==> config.mk <==
export PLATFORM = sky130hd
export DESIGN_NAME = fetch_unit_flat
export DESIGN_NICKNAME = d
export VERILOG_FILES = /design/src/rtl/fetch_pkg.sv /design/src/rtl/fetch_if.sv /design/src/rtl/fetch_addr_mux.sv /design/src/rtl/fetch_unit.sv /design/src/flat_wrapper.sv
export SDC_FILE = /design/constraint.sdc
export NUM_CORES = 1
export LEC_CHECK = 0
export ABC_AREA = 0
export CAP_MARGIN = 20
export CORE_MARGIN = 2
export CORE_UTILIZATION = 44
export DETAILED_ROUTE_END_ITERATION = 10
export PLACE_DENSITY_LB_ADDON = 0.08
export REMOVE_ABC_BUFFERS = 1
export SLEW_MARGIN = 20
export SYNTH_ARGS = -nofsm -noshare
export SYNTH_HDL_FRONTEND = slang
export SYNTH_SLANG_ARGS = --single-unit
==> constraint.sdc <==
create_clock -name clk -period 3 [get_ports clk]
set_input_delay 0.6 -clock clk [delete_from_list [all_inputs] [get_ports clk]]
set_output_delay 0.6 -clock clk [all_outputs]
set_load 0.02 [all_outputs]
==> src/rtl/fetch_pkg.sv <==
// Shared types and constants for the instruction-fetch slice.
package fetch_pkg;

    localparam int PC_WIDTH    = 16;
    localparam int INSTR_WIDTH = 16;
    localparam int ROM_DEPTH   = 100;
    localparam int RESET_PC    = 0;

    localparam logic [INSTR_WIDTH-1:0] INSTR_NOP    = 16'd0;
    localparam logic [PC_WIDTH-1:0]    RESET_PC_V   = PC_WIDTH'(RESET_PC);
    localparam logic [PC_WIDTH-1:0]    ROM_LAST_PC  = PC_WIDTH'(ROM_DEPTH - 1);
    localparam logic [PC_WIDTH-1:0]    ROM_DEPTH_PC = PC_WIDTH'(ROM_DEPTH);

    typedef enum logic [0:0] {
        FS_RUN  = 1'b0,
        FS_HALT = 1'b1
    } fetch_state_t;

    // True when the address names a real ROM word.
    function automatic logic addr_in_range(input logic [PC_WIDTH-1:0] addr);
        return (addr < ROM_DEPTH_PC);
    endfunction

endpackage

==> src/rtl/fetch_if.sv <==
// Fetch-side bus: ROM address/data, decode handshake, redirect and status.
interface fetch_if;
    import fetch_pkg::*;

    logic [PC_WIDTH-1:0]    pco_out;
    logic [INSTR_WIDTH-1:0] rom_instruction;
    logic                   ir_valid;
    logic                   ir_ready;
    logic [INSTR_WIDTH-1:0] ir_instr;
    logic [PC_WIDTH-1:0]    ir_pc;
    logic                   branch_en;
    logic [PC_WIDTH-1:0]    branch_target;
    logic                   halted;
    logic [15:0]            retired_count;

    modport master (
        output pco_out, ir_valid, ir_instr, ir_pc, halted, retired_count,
        input  rom_instruction, ir_ready, branch_en, branch_target
    );

    modport slave (
        input  pco_out, ir_valid, ir_instr, ir_pc, halted, retired_count,
        output rom_instruction, ir_ready, branch_en, branch_target
    );

endinterface

==> src/rtl/fetch_addr_mux.sv <==
// Priority mux choosing the next ROM address: branch, stall, halt, sequential.
module fetch_addr_mux
    import fetch_pkg::*;
(
    input  logic                branch_en_i,
    input  logic [PC_WIDTH-1:0] branch_target_i,
    input  logic                stall_i,
    input  logic                halt_i,
    input  logic [PC_WIDTH-1:0] cur_pc_i,
    input  logic [PC_WIDTH-1:0] pc_i,
    output logic [PC_WIDTH-1:0] sel_o,
    output logic [PC_WIDTH-1:0] pco_out_o
);

    // Select the address by priority, then clamp so the ROM never sees an out-of-range address.
    always_comb begin
        sel_o = pc_i;
        if (branch_en_i) begin
            sel_o = branch_target_i;
        end else if (stall_i) begin
            sel_o = cur_pc_i;
        end else if (halt_i) begin
            sel_o = ROM_LAST_PC;
        end else begin
            sel_o = pc_i;
        end

        if (addr_in_range(sel_o)) begin
            pco_out_o = sel_o;
        end else begin
            pco_out_o = ROM_LAST_PC;
        end
    end

endmodule

==> src/rtl/fetch_unit.sv <==
// Instruction-fetch initiator: tracks the in-flight ROM address, holds it under
// decode back-pressure, redirects on branches without a bubble and halts at end of memory.
module fetch_unit
    import fetch_pkg::*;
(
    input  logic     clk,
    input  logic     rst_n,
    fetch_if.master  bus
);

    logic [PC_WIDTH-1:0] pc_q, pc_d;
    logic [PC_WIDTH-1:0] cur_pc_q, cur_pc_d;
    logic                cur_valid_q, cur_valid_d;
    fetch_state_t        state_q, state_d;
    logic [15:0]         retired_count_q, retired_count_d;

    logic                stall_s;
    logic                accept_s;
    logic [PC_WIDTH-1:0] sel_s;
    logic [PC_WIDTH-1:0] pco_s;

    // A branch always wins over back-pressure; only a presented word can stall.
    assign stall_s  = cur_valid_q && !bus.ir_ready && !bus.branch_en;
    assign accept_s = cur_valid_q && bus.ir_ready && !bus.branch_en;

    fetch_addr_mux u_addr_mux (
        .branch_en_i     (bus.branch_en),
        .branch_target_i (bus.branch_target),
        .stall_i         (stall_s),
        .halt_i          (state_q == FS_HALT),
        .cur_pc_i        (cur_pc_q),
        .pc_i            (pc_q),
        .sel_o           (sel_s),
        .pco_out_o       (pco_s)
    );

    // State register; reset clears the pipeline and the retire counter immediately.
    always_ff @(posedge clk or negedge rst_n) begin
        if (!rst_n) begin
            pc_q            <= RESET_PC_V;
            cur_pc_q        <= RESET_PC_V;
            cur_valid_q     <= 1'b0;
            state_q         <= FS_RUN;
            retired_count_q <= 16'd0;
        end else begin
            pc_q            <= pc_d;
            cur_pc_q        <= cur_pc_d;
            cur_valid_q     <= cur_valid_d;
            state_q         <= state_d;
            retired_count_q <= retired_count_d;
        end
    end

    // Next-state: hold on stall or idle halt, otherwise load the selected address or halt on overrun.
    always_comb begin
        pc_d            = pc_q;
        cur_pc_d        = cur_pc_q;
        cur_valid_d     = cur_valid_q;
        state_d         = state_q;
        retired_count_d = retired_count_q;

        if (stall_s) begin
            pc_d = pc_q;
        end else if ((state_q == FS_HALT) && !bus.branch_en) begin
            // Halted fetch only leaves on a redirect.
            state_d = FS_HALT;
        end else if (addr_in_range(sel_s)) begin
            cur_pc_d    = sel_s;
            cur_valid_d = 1'b1;
            pc_d        = sel_s + 16'd1;
            state_d     = FS_RUN;
        end else begin
            cur_valid_d = 1'b0;
            state_d     = FS_HALT;
        end

        if (accept_s && (retired_count_q != 16'hFFFF)) begin
            retired_count_d = retired_count_q + 16'd1;
        end else begin
            retired_count_d = retired_count_q;
        end
    end

    assign bus.pco_out       = pco_s;
    assign bus.ir_valid      = cur_valid_q;
    assign bus.ir_instr      = cur_valid_q ? bus.rom_instruction : INSTR_NOP;
    assign bus.ir_pc         = cur_pc_q;
    assign bus.halted        = (state_q == FS_HALT);
    assign bus.retired_count = retired_count_q;

endmodule
==> src/flat_wrapper.sv <==
// flat-port wrapper written by rule: the top's interface ports become plain ports
module fetch_unit_flat import fetch_pkg::*;
  (clk, rst_n, bus_pco_out, bus_ir_valid, bus_ir_instr, bus_ir_pc, bus_halted, bus_retired_count, bus_rom_instruction, bus_ir_ready, bus_branch_en, bus_branch_target);
  fetch_if bus_i ();
  input  logic clk;
  input  logic rst_n;
  output wire logic [$bits(bus_i.pco_out)-1:0] bus_pco_out;
  output wire logic [$bits(bus_i.ir_valid)-1:0] bus_ir_valid;
  output wire logic [$bits(bus_i.ir_instr)-1:0] bus_ir_instr;
  output wire logic [$bits(bus_i.ir_pc)-1:0] bus_ir_pc;
  output wire logic [$bits(bus_i.halted)-1:0] bus_halted;
  output wire logic [$bits(bus_i.retired_count)-1:0] bus_retired_count;
  input wire logic [$bits(bus_i.rom_instruction)-1:0] bus_rom_instruction;
  input wire logic [$bits(bus_i.ir_ready)-1:0] bus_ir_ready;
  input wire logic [$bits(bus_i.branch_en)-1:0] bus_branch_en;
  input wire logic [$bits(bus_i.branch_target)-1:0] bus_branch_target;
  assign bus_pco_out = bus_i.pco_out;
  assign bus_ir_valid = bus_i.ir_valid;
  assign bus_ir_instr = bus_i.ir_instr;
  assign bus_ir_pc = bus_i.ir_pc;
  assign bus_halted = bus_i.halted;
  assign bus_retired_count = bus_i.retired_count;
  assign bus_i.rom_instruction = bus_rom_instruction;
  assign bus_i.ir_ready = bus_ir_ready;
  assign bus_i.branch_en = bus_branch_en;
  assign bus_i.branch_target = bus_branch_target;
  fetch_unit u_core (.clk(clk), .rst_n(rst_n), .bus(bus_i));
endmodule
==> results.yml <==
status:
  status: "completed"
cells_and_area:
  syn2layout_area_growth_pct: 49.6
  antenna-diode-count: 0
  layout_commonest_cell: "clkdlybuf4s50_1"
  ff_latch_area_um2: 1250
  nets: 430
  drive_gt1_share_pct: 19.8
  layout_common_cells: "73 x clkdlybuf4s50_1, 50 x dfrtp_1, 35 x buf_4"
  multi_input_area_um2: 1420
  fill_cells: 505
pwr:
  ir_drop_mv: 0.398
  total_power_mw: 1.91
  power.density_nw_per_um2: 469
  p_leak_nw: 1.83
setup_path:
  worstRegToRegCells: 8
  r2r_start: "u_core.bus.ir_valid"
  start_kind: "flip-flop"
  cp.required_ps: 2400
  r2r-end: "u_core.pc_q[4]"
  cp.arrival_ps: 2400
  end_kind: "output port"
  r2r_slack_ps: 390
  crit_type: "flip-flop to output port"
  cp_max_fo: 6
sta:
  min_period_ps: 3000
  hold_ws_ps: 249
  fmax_mhz: 334
  rsz0062_at_grt: "yes"
  setup_viol: 0
  finalCritPeriodShare_pct: 99.9
  drv_slew: 0
  tightestPinTransition_ps: 570
  slew_headroom_pct: 61.5
  finalHoldViolations: 0
  fin_tns_setup_ps: 0
  finClkSkew_ps: 5.78
clocking:
  numCtsBuffers: 5
  clock_latency_ps: 300
  clock-root-buffer: "clkbuf_8"
  clockBufferDepth: 2
  cts_hold_buf: 0
  cts_htree_levels: 2
  cts_tree: "yes"
  path_clk_slew_ps: 90
  cts.sinks: 50
global_routing:
  grt-ovfl-total: 0
  grt_pass1_wl_um: 10900
  antenna_found_initial: 0
  grt_pass1_vias: 2394
  grt_max_degree: 29
  grt_use_total_pct: 20.8
route:
  post_drt_wl_per_cell_um: 14.5
  totalWireLength_um: 6780
  drc: 0
  drtPass1Iterations: 4
  via_count: 2413
  ant_nets: 0
  drtIter0Drc: 74
  viasPerCell: 5.16
logic_synthesis:
  synth_cell_types: 47
  ys.flop_type: "dfrtp_1"
  synth_edf_count: 0
  ys_warn_count: 0
  synthTopCellsByArea: "dfrtp_1 46%, nor2b_1 5.3%, and2_1 5.1%"
  synthesis.area_um2: 2720
  syn_area_per_cell_um2: 10.1
  synth_top_cell_by_area: "dfrtp_1"
  synthCells: 268
  synth_seq_cells: 50
  async_flop_share_pct: 100
  yosysSeqAreaShare_pct: 46.0
  synth_top_area_share_pct: 46.0
floorplanning:
  initial_core_util_pct: 45.7
  row_count: 28
  ioPinCount: 102
  die_w_um: 82.6
  dieArea_um2: 6820
  die_y_um: 82.6
  coreArea_um2: 5960
place:
  portBuffers: 92
  gp_congestion: 0.858
  place_hpwl_um: 5170
hold_path:
  hold_class: "primary input to asynchronous set/reset pin"
job:
  maxCapViolations: 0
-- metal layers --
layer	up-vias	wire [um]	GRT usage, %
li1	1158	-	-
met1	1158	2730	25.8
met2	87	3280	35.8
met3	10	657	5.43
met4	0	107	5.74
met5	-	0	0
-- cell type report --
| class | instances | area share, % |
|---|---|---|
| Clock buffer | 7 | 2.12 |
| Clock inverter | 1 | 0.215 |
| Inverter | 6 | 0.554 |
| Multi-Input combinational cell | 200 | 34.9 |
| Sequential cell | 50 | 30.8 |
| Tap cell | 75 | 2.31 |
| Timing Repair Buffer | 129 | 29.1 |
-- registers in the layout, summed over array words and instances (netlist names) --
register	cells
u_core.pc_q	16
u_core.bus.ir_pc	16
u_core.bus.halted	1
u_core.bus.retired_count	16
u_core.bus.ir_valid	1
-- repair_timing --
action | 4_1_cts | 5_1_grt
pin swaps | 8 | 9
buffers inserted | 1 | 0
setup endpoints to repair | 20 | 7
gates resized for setup | 59 | 17
hold endpoints to repair | 0 | 0
-- worst max-delay path, cell delays in order (launching register included) --
cell and delay (ps):
dfrtp_1 430, and3b_1 200, a311o_1 260, a222oi_1 370
o2111ai_2 270, or3_4 420, buf_6 140
-- metrics by stage --
step	cell area, um^2	setup slack [ps]	std cells	util, %
floorplan	2620	-419	256	-
global placement	3920	-767	459	65.7
detailed placement	3920	-817	459	65.7
CTS	4030	-17.7	468	67.6
global route	4070	-142	468	68.3
finish	4070	1.75	468	68.3
-- where the power goes --
| part | total (mW) | internal [mW] | switching, mW |
|---|---|---|---|
| logic | 0.633 | 0.331 | 0.303 |
| registers | 0.851 | 0.768 | 0.0822 |
| clock network | 0.423 | 0.191 | 0.232 |
| total | 1.91 | 1.29 | 0.617 |
-- cells in the mapped netlist (6+ instances only) --
| master | n |
|---|---|
| dfrtp_1 | 50 |
| nor2b_1 | 23 |
| and2_1 | 22 |
| nor2_1 | 17 |
| nand2_1 | 14 |
| xnor2_1 | 14 |
| mux2_1 | 11 |
| buf_4 | 10 |
| nand3_1 | 8 |
| nor3_1 | 8 |
| mux2_2 | 7 |
| a21oi_1 | 6 |
| inv_1 | 6 |
| nand4_1 | 6 |
| or3_1 | 6 |
| xor2_1 | 6 |
-- worst max path at each step --
stage	from	to	slack (ps)
after detailed placement	bus_branch_en	bus_pco_out[0]	-820
after global routing	u_core.bus.ir_valid	bus_pco_out[1]	-140
after global placement	bus_ir_ready	bus_pco_out[5]	-770
final	u_core.bus.ir_valid	bus_pco_out[1]	2
after CTS	u_core.bus.ir_valid	bus_pco_out[0]	-20
after floorplan	u_core.bus.ir_valid	u_core.pc_q[4]	-420
-- kinds of logic after synthesis --
logic type,count (synthesis),share of synthesized area (%)
adders and majority gates,2,0.920
other,1,0.138
DFF,50,46.0
buffers and inverters,26,5.48
muxes,20,8.19
xor gates and xnor gates,20,6.44
AOI/OAI and AO/OA,30,8.10
and+or+nand+nor,119,24.7
(Power assumes the default switching activity.)
